$ cat config.mk
export PLATFORM = sky130hd
export DESIGN_NAME = pattern_scan_ctrl
export DESIGN_NICKNAME = d
export VERILOG_FILES = /design/src/rtl/pattern_scan_ctrl.sv
export SDC_FILE = /design/constraint.sdc
export NUM_CORES = 1
export LEC_CHECK = 0
export CORE_ASPECT_RATIO = 1.2
export CORE_UTILIZATION = 40
export DETAILED_ROUTE_END_ITERATION = 10
export PLACE_DENSITY = 0.63
export SLEW_MARGIN = 15
export SYNTH_ARGS = -nofsm -noshare
export SYNTH_HDL_FRONTEND = slang
export SYNTH_SLANG_ARGS = --single-unit
export TNS_END_PERCENT = 100
$ cat constraint.sdc
create_clock -name clk -period 4.1 [get_ports clk]
set_clock_uncertainty 0.05 [all_clocks]
set_input_delay 0.41 -clock clk [delete_from_list [all_inputs] [get_ports clk]]
set_output_delay 0.41 -clock clk [all_outputs]
set_load 0.01 [all_outputs]
$ cat src/rtl/pattern_scan_ctrl.sv
`default_nettype none
// ============================================================================
// Module      : pattern_scan_ctrl
// Description : Serialises valid/ready words MSB-first and runs a programmable
//               (1..8 bit, overlap-selectable) pattern match with a saturating
//               match counter.
// Revision    : 1.0 - initial release
// ============================================================================
module pattern_scan_ctrl #(
    parameter int         W       = 8,
    parameter int         CW      = 8,
    parameter logic [7:0] RST_PAT = 8'b0001_0100,
    parameter int         RST_LEN = 5
) (
    input  logic          clk,
    input  logic          rst,
    input  logic          cfg_we,
    input  logic [7:0]    cfg_pattern,
    input  logic [3:0]    cfg_len,
    input  logic          cfg_overlap,
    input  logic          clr_cnt,
    input  logic          in_valid,
    input  logic [W-1:0]  in_data,
    output logic          in_ready,
    output logic          ser_bit,
    output logic          ser_valid,
    output logic          match,
    output logic [CW-1:0] match_cnt,
    output logic          busy,
    output logic          done
);
    localparam int            c_iw       = $clog2(W);
    localparam logic [c_iw-1:0] c_last_idx = c_iw'(W - 1);
    localparam logic [3:0]    c_rst_len  = (RST_LEN < 1) ? 4'd1 :
                                           (RST_LEN > 8) ? 4'd8 : 4'(RST_LEN);
    localparam logic [CW-1:0] c_cnt_max  = '1;

    typedef enum logic [1:0] {
        S_IDLE  = 2'd0,
        S_SHIFT = 2'd1,
        S_DONE  = 2'd2
    } state_t;

    state_t          r_state;
    logic [W-1:0]    r_word;
    logic [c_iw-1:0] r_idx;
    logic [7:0]      r_hist;
    logic [3:0]      r_hcnt;
    logic [7:0]      r_pat;
    logic [3:0]      r_len;
    logic            r_ovl;

    logic [7:0]      w_hist_nxt;
    logic [3:0]      w_hcnt_nxt;
    logic [8:0]      w_mask_full;
    logic [7:0]      w_mask;
    logic            w_match;
    logic [3:0]      w_len_clamp;

    always_comb begin
        w_hist_nxt  = {r_hist[6:0], r_word[W-1]};
        w_hcnt_nxt  = (r_hcnt == 4'd8) ? 4'd8 : r_hcnt + 4'd1;
        w_mask_full = (9'd1 << r_len) - 9'd1;
        w_mask      = w_mask_full[7:0];
        w_match     = (w_hcnt_nxt >= r_len) &&
                      ((w_hist_nxt & w_mask) == (r_pat & w_mask));
        w_len_clamp = (cfg_len == 4'd0) ? 4'd1 :
                      (cfg_len > 4'd8)  ? 4'd8 : cfg_len;
    end

    // The word register shifts left so its MSB is always the bit on the wire.
    assign ser_bit   = r_word[W-1];
    assign ser_valid = (r_state == S_SHIFT);
    assign busy      = (r_state != S_IDLE);
    assign done      = (r_state == S_DONE);
    assign in_ready  = (r_state == S_IDLE) && !cfg_we;

    always_ff @(posedge clk) begin
        if (rst) begin
            r_state   <= S_IDLE;
            r_word    <= '0;
            r_idx     <= '0;
            r_hist    <= '0;
            r_hcnt    <= '0;
            r_pat     <= RST_PAT;
            r_len     <= c_rst_len;
            r_ovl     <= 1'b0;
            match     <= 1'b0;
            match_cnt <= '0;
        end else begin
            match <= 1'b0;
            case (r_state)
                S_IDLE: begin
                    if (cfg_we) begin
                        r_pat  <= cfg_pattern;
                        r_len  <= w_len_clamp;
                        r_ovl  <= cfg_overlap;
                        r_hist <= '0;
                        r_hcnt <= '0;
                    end else if (in_valid) begin
                        r_word  <= in_data;
                        r_idx   <= '0;
                        r_state <= S_SHIFT;
                    end
                end
                S_SHIFT: begin
                    r_word <= r_word << 1;
                    r_hist <= w_hist_nxt;
                    // Non-overlap mode restarts the fill count after a hit.
                    r_hcnt <= (w_match && !r_ovl) ? 4'd0 : w_hcnt_nxt;
                    match  <= w_match;
                    r_idx  <= r_idx + 1'b1;
                    if (r_idx == c_last_idx) begin
                        r_state <= S_DONE;
                    end
                end
                S_DONE: begin
                    r_state <= S_IDLE;
                end
                default: begin
                    r_state <= S_IDLE;
                end
            endcase

            if (clr_cnt) begin
                match_cnt <= '0;
            end else if ((r_state == S_SHIFT) && w_match && (match_cnt != c_cnt_max)) begin
                match_cnt <= match_cnt + 1'b1;
            end
        end
    end
endmodule
`default_nettype wire

; Word-level counts from Yosys, hierarchy flattened
; Index checks and enable logic that the tools add are counted.
[classes]
reduce_logical = 17
shift = 1
bitwise = 3
addsub = 4
order_cmp = 2
eq_ne = 10
n_mux = 18
[ops]
columns = cell, n
row1 = two-way mux 4 bit, 5
row2 = bitwise AND 8 bit, 2
row3 = two-way mux 8 bit, 2
row4 = one-hot mux 8 bit (2 select lines), 1
row5 = one-hot mux 7 bit (2 select lines), 1
row6 = adder 8 x 1 -> 8 bit (second input constant), 1
row7 = == test 8 bit, 1
row8 = inequality test 8 bit (second input constant), 1
row9 = one-hot mux 4 bit (2 select lines), 1
row10 = << shifter 1 x 4 -> 8 bit (first input constant), 1
row11 = subtractor 8 x 1 -> 8 bit (second input constant), 1
row12 = two-way mux 7 bit, 1
row13 = two-way mux 2 bit, 3
row14 = two-way mux 3 bit, 2
row15 = inequality test 2 bit (second input constant), 3
row16 = one-hot mux 3 bit (2 select lines), 1
row17 = AND reduction 3 bit, 2
row18 = logical AND 1 bit, 5
row19 = adder 4 x 1 -> 4 bit (second input constant), 1
row20 = == test 4 bit (second input constant), 1
row21 = >= comparator 4 bit, 1
row22 = greater-than comparator 4 bit (second input constant), 1
row23 = zero test 4 bit, 1
row24 = one-hot mux 2 bit (2 select lines), 1
row25 = other kinds (11), 15
[totals]
inputBits = 26
ff_bits = 46
word_cells = 65
output_inout_bits = 14

; Depth between registers and ports, before layout
[logic_depth]
word_depth = 8
depth_mapped = 13
ltp_nobuf = 12

; Worst setup path after synthesis
; No wires, ideal clock.
[synth_path]
path_type = register to register
from = register r_len[0]
to = register match_cnt[4]
setup_ns = 0.070
n_path_buf = 1
arrival_ns = 2.842
period_less_slack_ns = 2.962
required_ns = 3.980
stages_incl_launch_ff = 10
path_slack_ns = 1.138
path_cell_list = dfxtp_1 > or4_4 > ha_1 > nor2b_1 > a211o_1 > a22o_2 > or3_4 > buf_6 > or4_1 > a21oi_1
[synth_via]
elab_chain_len = 7
word_cells_on_any_way = 9
classes_between = add/sub: 1 / order compare: 1 / eq/ne: 1 / shift: 1 / bitwise: 2 / reduce/logical: 3
[synth_lines]
columns = element, line_no
row1 = from (decl), 50  ; logic [3:0] r_len;
row2 = from (signal assigned), 86  ; r_len <= c_rst_len;
row3 = from (signal assigned), 96  ; r_len <= w_len_clamp;
row4 = << shifter 1 x 4 -> 8 bit, 63  ; w_mask_full = (9'd1 << r_len) - 9'd1;
row5 = subtractor 8 x 1 -> 8 bit, 63
row6 = bitwise AND 8 bit, 66  ; ((w_hist_nxt & w_mask) == (r_pat & w_mask));
row7 = == test 8 bit, 66
row8 = logical AND 1 bit (*), 65  ; w_match = (w_hcnt_nxt >= r_len) &&
row9 = logical AND 1 bit (*) (2 in series), 127  ; end else if ((r_state == S_SHIFT) && w_match && (match_cnt != c_cnt_max)) begin
row10 = to (signal assigned), 128  ; match_cnt <= match_cnt + 1'b1;
row11 = to (decl), 28  ; output logic [CW-1:0] match_cnt,
; Every way passes the cells marked *; elsewhere a longest branch is shown, timed or not.
; A chain may end at the register's enable or synchronous reset.

; Final worst setup path
[layout_path]
from = register r_len[0]
to = register r_hcnt[1]
[layout_via]
elab_chain_len = 8
word_cells_on_any_way = 10
classes_between = add/sub: 1 / order compare: 1 / eq/ne: 1 / shift: 1 / mux: 2 / bitwise: 2 / reduce/logical: 2
[layout_lines]
columns = element, line_no
row1 = << shifter 1 x 4 -> 8 bit, 63
row2 = subtractor 8 x 1 -> 8 bit, 63
row3 = bitwise AND 8 bit, 66
row4 = == test 8 bit, 66
row5 = logical AND 1 bit (*), 65
row6 = logical AND 1 bit (*), 110  ; r_hcnt <= (w_match && !r_ovl) ? 4'd0 : w_hcnt_nxt;
row7 = two-way mux 4 bit (*), 110
row8 = one-hot mux 4 bit (2 select lines) (*), 92  ; case (r_state)
row9 = to (signal assigned), 110
row10 = to (decl), 48  ; logic [3:0] r_hcnt;
; Marked as above.

==> impl_metrics.toml <==
[outcome]
status = "finished clean"

[critical_path]
cp.arrival_ns = 3.23
setup.worst_path.start_class = "flip-flop"
cp_max_fo = 8
crit_required_ns = 4.25
endpoint_kind = "flip-flop"
crit_type = "flip-flop to flip-flop"

[detailed_routing]
wl_mm = 5.01
vias = 1979
via_per_inst = 5.29
drt-initial-drc-count = 64
routed-wl-met2_mm = 2.37
routedWlPerCell_um = 13.4
top_layer = "met4"
drc = 0
firstDrtPassIters = 4
postRouteAntennaNets = 0
wl_met1_mm = 2.44
met3_length_um = 112

[timing]
period_minus_slack_ns = 3.09
hold_viol_final = 0
slew_headroom_pct = 51.0
setup_tns_ns = 0
rsz0062_at_grt = "no"
maxSlewViolCount = 0
fmax_mhz = 324
setup_viol = 0
fin_crit_sh_pct = 75.3
worst_slew_pin_slew_ns = 0.729

[min_path]
worstHoldPathType = "flip-flop to flip-flop"

[logic_synthesis]
synth_top_cell_area_share_pct = 41.1
synth_adder_area_share_pct = 5.58
synth_area_per_cell_um2 = 8.12
synth_seq_cells = 46
yosysTopAreaCell = "dfxtp_1"
synth_top_family_by_area = "simple AND/OR/NAND/NOR gates"
synth_simple_gate_area_share_pct = 27.3
synth-seq-area-share_pct = 41.1
synthTopCellsByArea = "dfxtp_1 41%, nand2_1 7.2%, a21oi_1 6.9%"
muxShareOfSynthArea_pct = 0.893
ys_types = 44
synth_fp_nets = 312
yosysWarnings = 0
netlist_area_mm2 = 0.00224
synthCells = 276
synth_xor_area_share_pct = 3.91
synth_compound_area_share_pct = 17.0

[finish]
fin_util_pct = 51.6
layout.nets = 347
fin_area_mm2 = 0.00275
area_growth_pct = 22.7
stdcell_count = 374
fill_cells = 518
antennaDiodeCount = 0
final_layout_size_suffix_gt1_share_pct = 6.09

[clocking]
path_clk_slew_ns = 0.09
clock_latency_ns = 0.30
cts_resized = 0
post-cts-setup-buffers = 0
hold_buffers = 0
clk_path_buf_depth = 2
htreeDepth = 2
cts_buffers = 5
cts-root-buf = "clkbuf_8"
cts_tree = "done"
cts_sinks = 46

[grt]
grt_pass1_wl_mm = 8.47
first_global_vias = 1852
grt_max_degree = 23
overflow = 0
antenna_found_initial = 0
grt_usage_pct = 17.7

[pwr]
p_leak_nw = 1.01
power_density_mw_per_mm2 = 326
sw_frac_of_total_pct = 27.7
peakVddDrop_mv = 0.186
power_frac_clock_pct = 31.6
combPwrFrac_pct = 14.9
power_uw = 897
intPower_uw = 649
switching_power_uw = 248
seq_power_share_pct = 53.6

[die]
die_area_mm2 = 0.00591
io_pins = 40
start_util_pct = 42.0
die_width_um = 70.3
dieHeight_um = 84.0
rows = 29
coreArea_mm2 = 0.00533

[place]
placed_cells = 366
dp_hpwl_mm = 3.59
dpl_cell_area_mm2 = 0.00266
gp_congestion = 0.886
port_buffers = 39

[run]
maxCapViolations = 0
## critical path, stage by stage (launching register included)
cell      delay (ns)
dfxtp_1         0.39
or4_4           0.56
ha_1            0.29
nor2b_1         0.16
a211o_1         0.23
a22o_2          0.26
nor3_1          0.57
nand2b_1        0.19
a32o_1          0.30
## sequential cells by signal, summed over array words and instances (netlist names)
signal / count
r_hcnt: 4
r_word: 8
r_idx: 3
r_ovl: 1
match_cnt: 8
r_len: 4
r_hist: 7
match: 1
r_pat: 8
r_state: 2
## power by group through the flow
stage / clock, mW / combinational [mW] / sequential, mW
4_1_cts: 0.291 / 0.134 / 0.481
2_1_floorplan: 0 / 0.0853 / 0.487
5_1_grt: 0.308 / 0.150 / 0.483
3_3_place_gp: 0 / 0.133 / 0.491
6_report: 0.283 / 0.133 / 0.481
3_5_place_dp: 0 / 0.134 / 0.491
## layout make-up
cell class	count	area [um2]	share of cell area, %
Clock inverter	3	21.3	0.773
Tap cell	62	77.6	2.82
Inverter	8	30.0	1.09
Multi-Input combinational cell	209	1230	44.6
Clock buffer	5	68.8	2.50
Sequential cell	46	921	33.5
Timing Repair Buffer	41	405	14.7
## synth_stat cells
library cell  count
o31ai_1           2
o41ai_1           1
nor2_1           27
nand4b_1          1
nand2b_1          4
mux2i_1           2
a211o_1           2
a2111o_1          1
or3_4             1
a22o_2            1
xor2_1            6
xnor2_1           4
and2_2            2
nor3b_1           1
a222oi_1          1
a32o_1            3
buf_1             1
dfxtp_1          46
a2bb2oi_1         1
inv_1             8
nor4b_1           2
a41o_1            1
nand2_1          43
or3_1             1
a22oi_1           2
or4_1             2
a211oi_1          1
or2_2             2
nor2b_1           2
ha_1             10
and2_1            3
a21oi_1          31
nor4_1            7
a31oi_1           3
clkbuf_1         10
nand3b_1          3
or4_4             1
buf_6             2
nor3_1            4
nand4_1           3
or3_2             1
a31o_2            1
nand3_1          15
o21ai_0          11
## stage by stage
| step | worst slack, ns | hold slack (ns) |
|---|---|---|
| 2_1_floorplan | 1.14 | 0.387 |
| 5_1_grt | 0.803 | 0.440 |
| 6_report | 1.01 | 0.414 |
| 3_3_place_gp | 1.09 | 0.398 |
| 3_5_place_dp | 1.05 | 0.407 |
| 4_1_cts | 1.04 | 0.421 |
## cell families after synthesis
| logic type | Yosys count |
|---|---|
| buf+inv | 21 |
| simple gates | 125 |
| xor+xnor | 10 |
| mux | 2 |
| compound gates | 62 |
| fa+ha+maj | 10 |
| flops | 46 |
## layer usage
layer	track usage (%)	vias up
met5	0	-
met4	7.09	0
met3	2.54	9
met2	29.2	36
met1	22.9	890
li1	-	1044
## cell usage in the layout (no fill, tap or decap), types with 2 or more instances in the layout
cell type        instances
or4_1                    2
clkdlybuf4s50_1         39
a22oi_1                  2
nor4b_1                  2
nand2b_1                 4
xor2_1                   6
o21ai_0                 11
and2_1                   3
o31ai_1                  2
xnor2_1                  4
ha_1                    10
dfxtp_1                 46
a32o_1                   3
and2_2                   2
nor4_1                   7
nor2b_1                  2
inv_1                    8
nand2_1                 43
nor3_1                   4
a21oi_1                 31
mux2i_1                  2
or2_2                    2
nand3b_1                 3
buf_4                    2
nand3_1                 15
clkbuf_8                 5
nand4_1                  3
nor2_1                  27
a211o_1                  2
a31oi_1                  3
## path summary, 6_finish.rpt
kind,from,end,slack [ns],cells past startpoint
setup / recovery,r_len[0],r_hcnt[1],1.01,8
hold / removal,r_word[1],r_word[1],0.41,2
setup reg to reg,r_len[0],r_hcnt[1],1.01,8
hold reg to reg,r_word[1],r_word[1],0.41,2
Note: power is estimated with default switching activity, not from simulation.
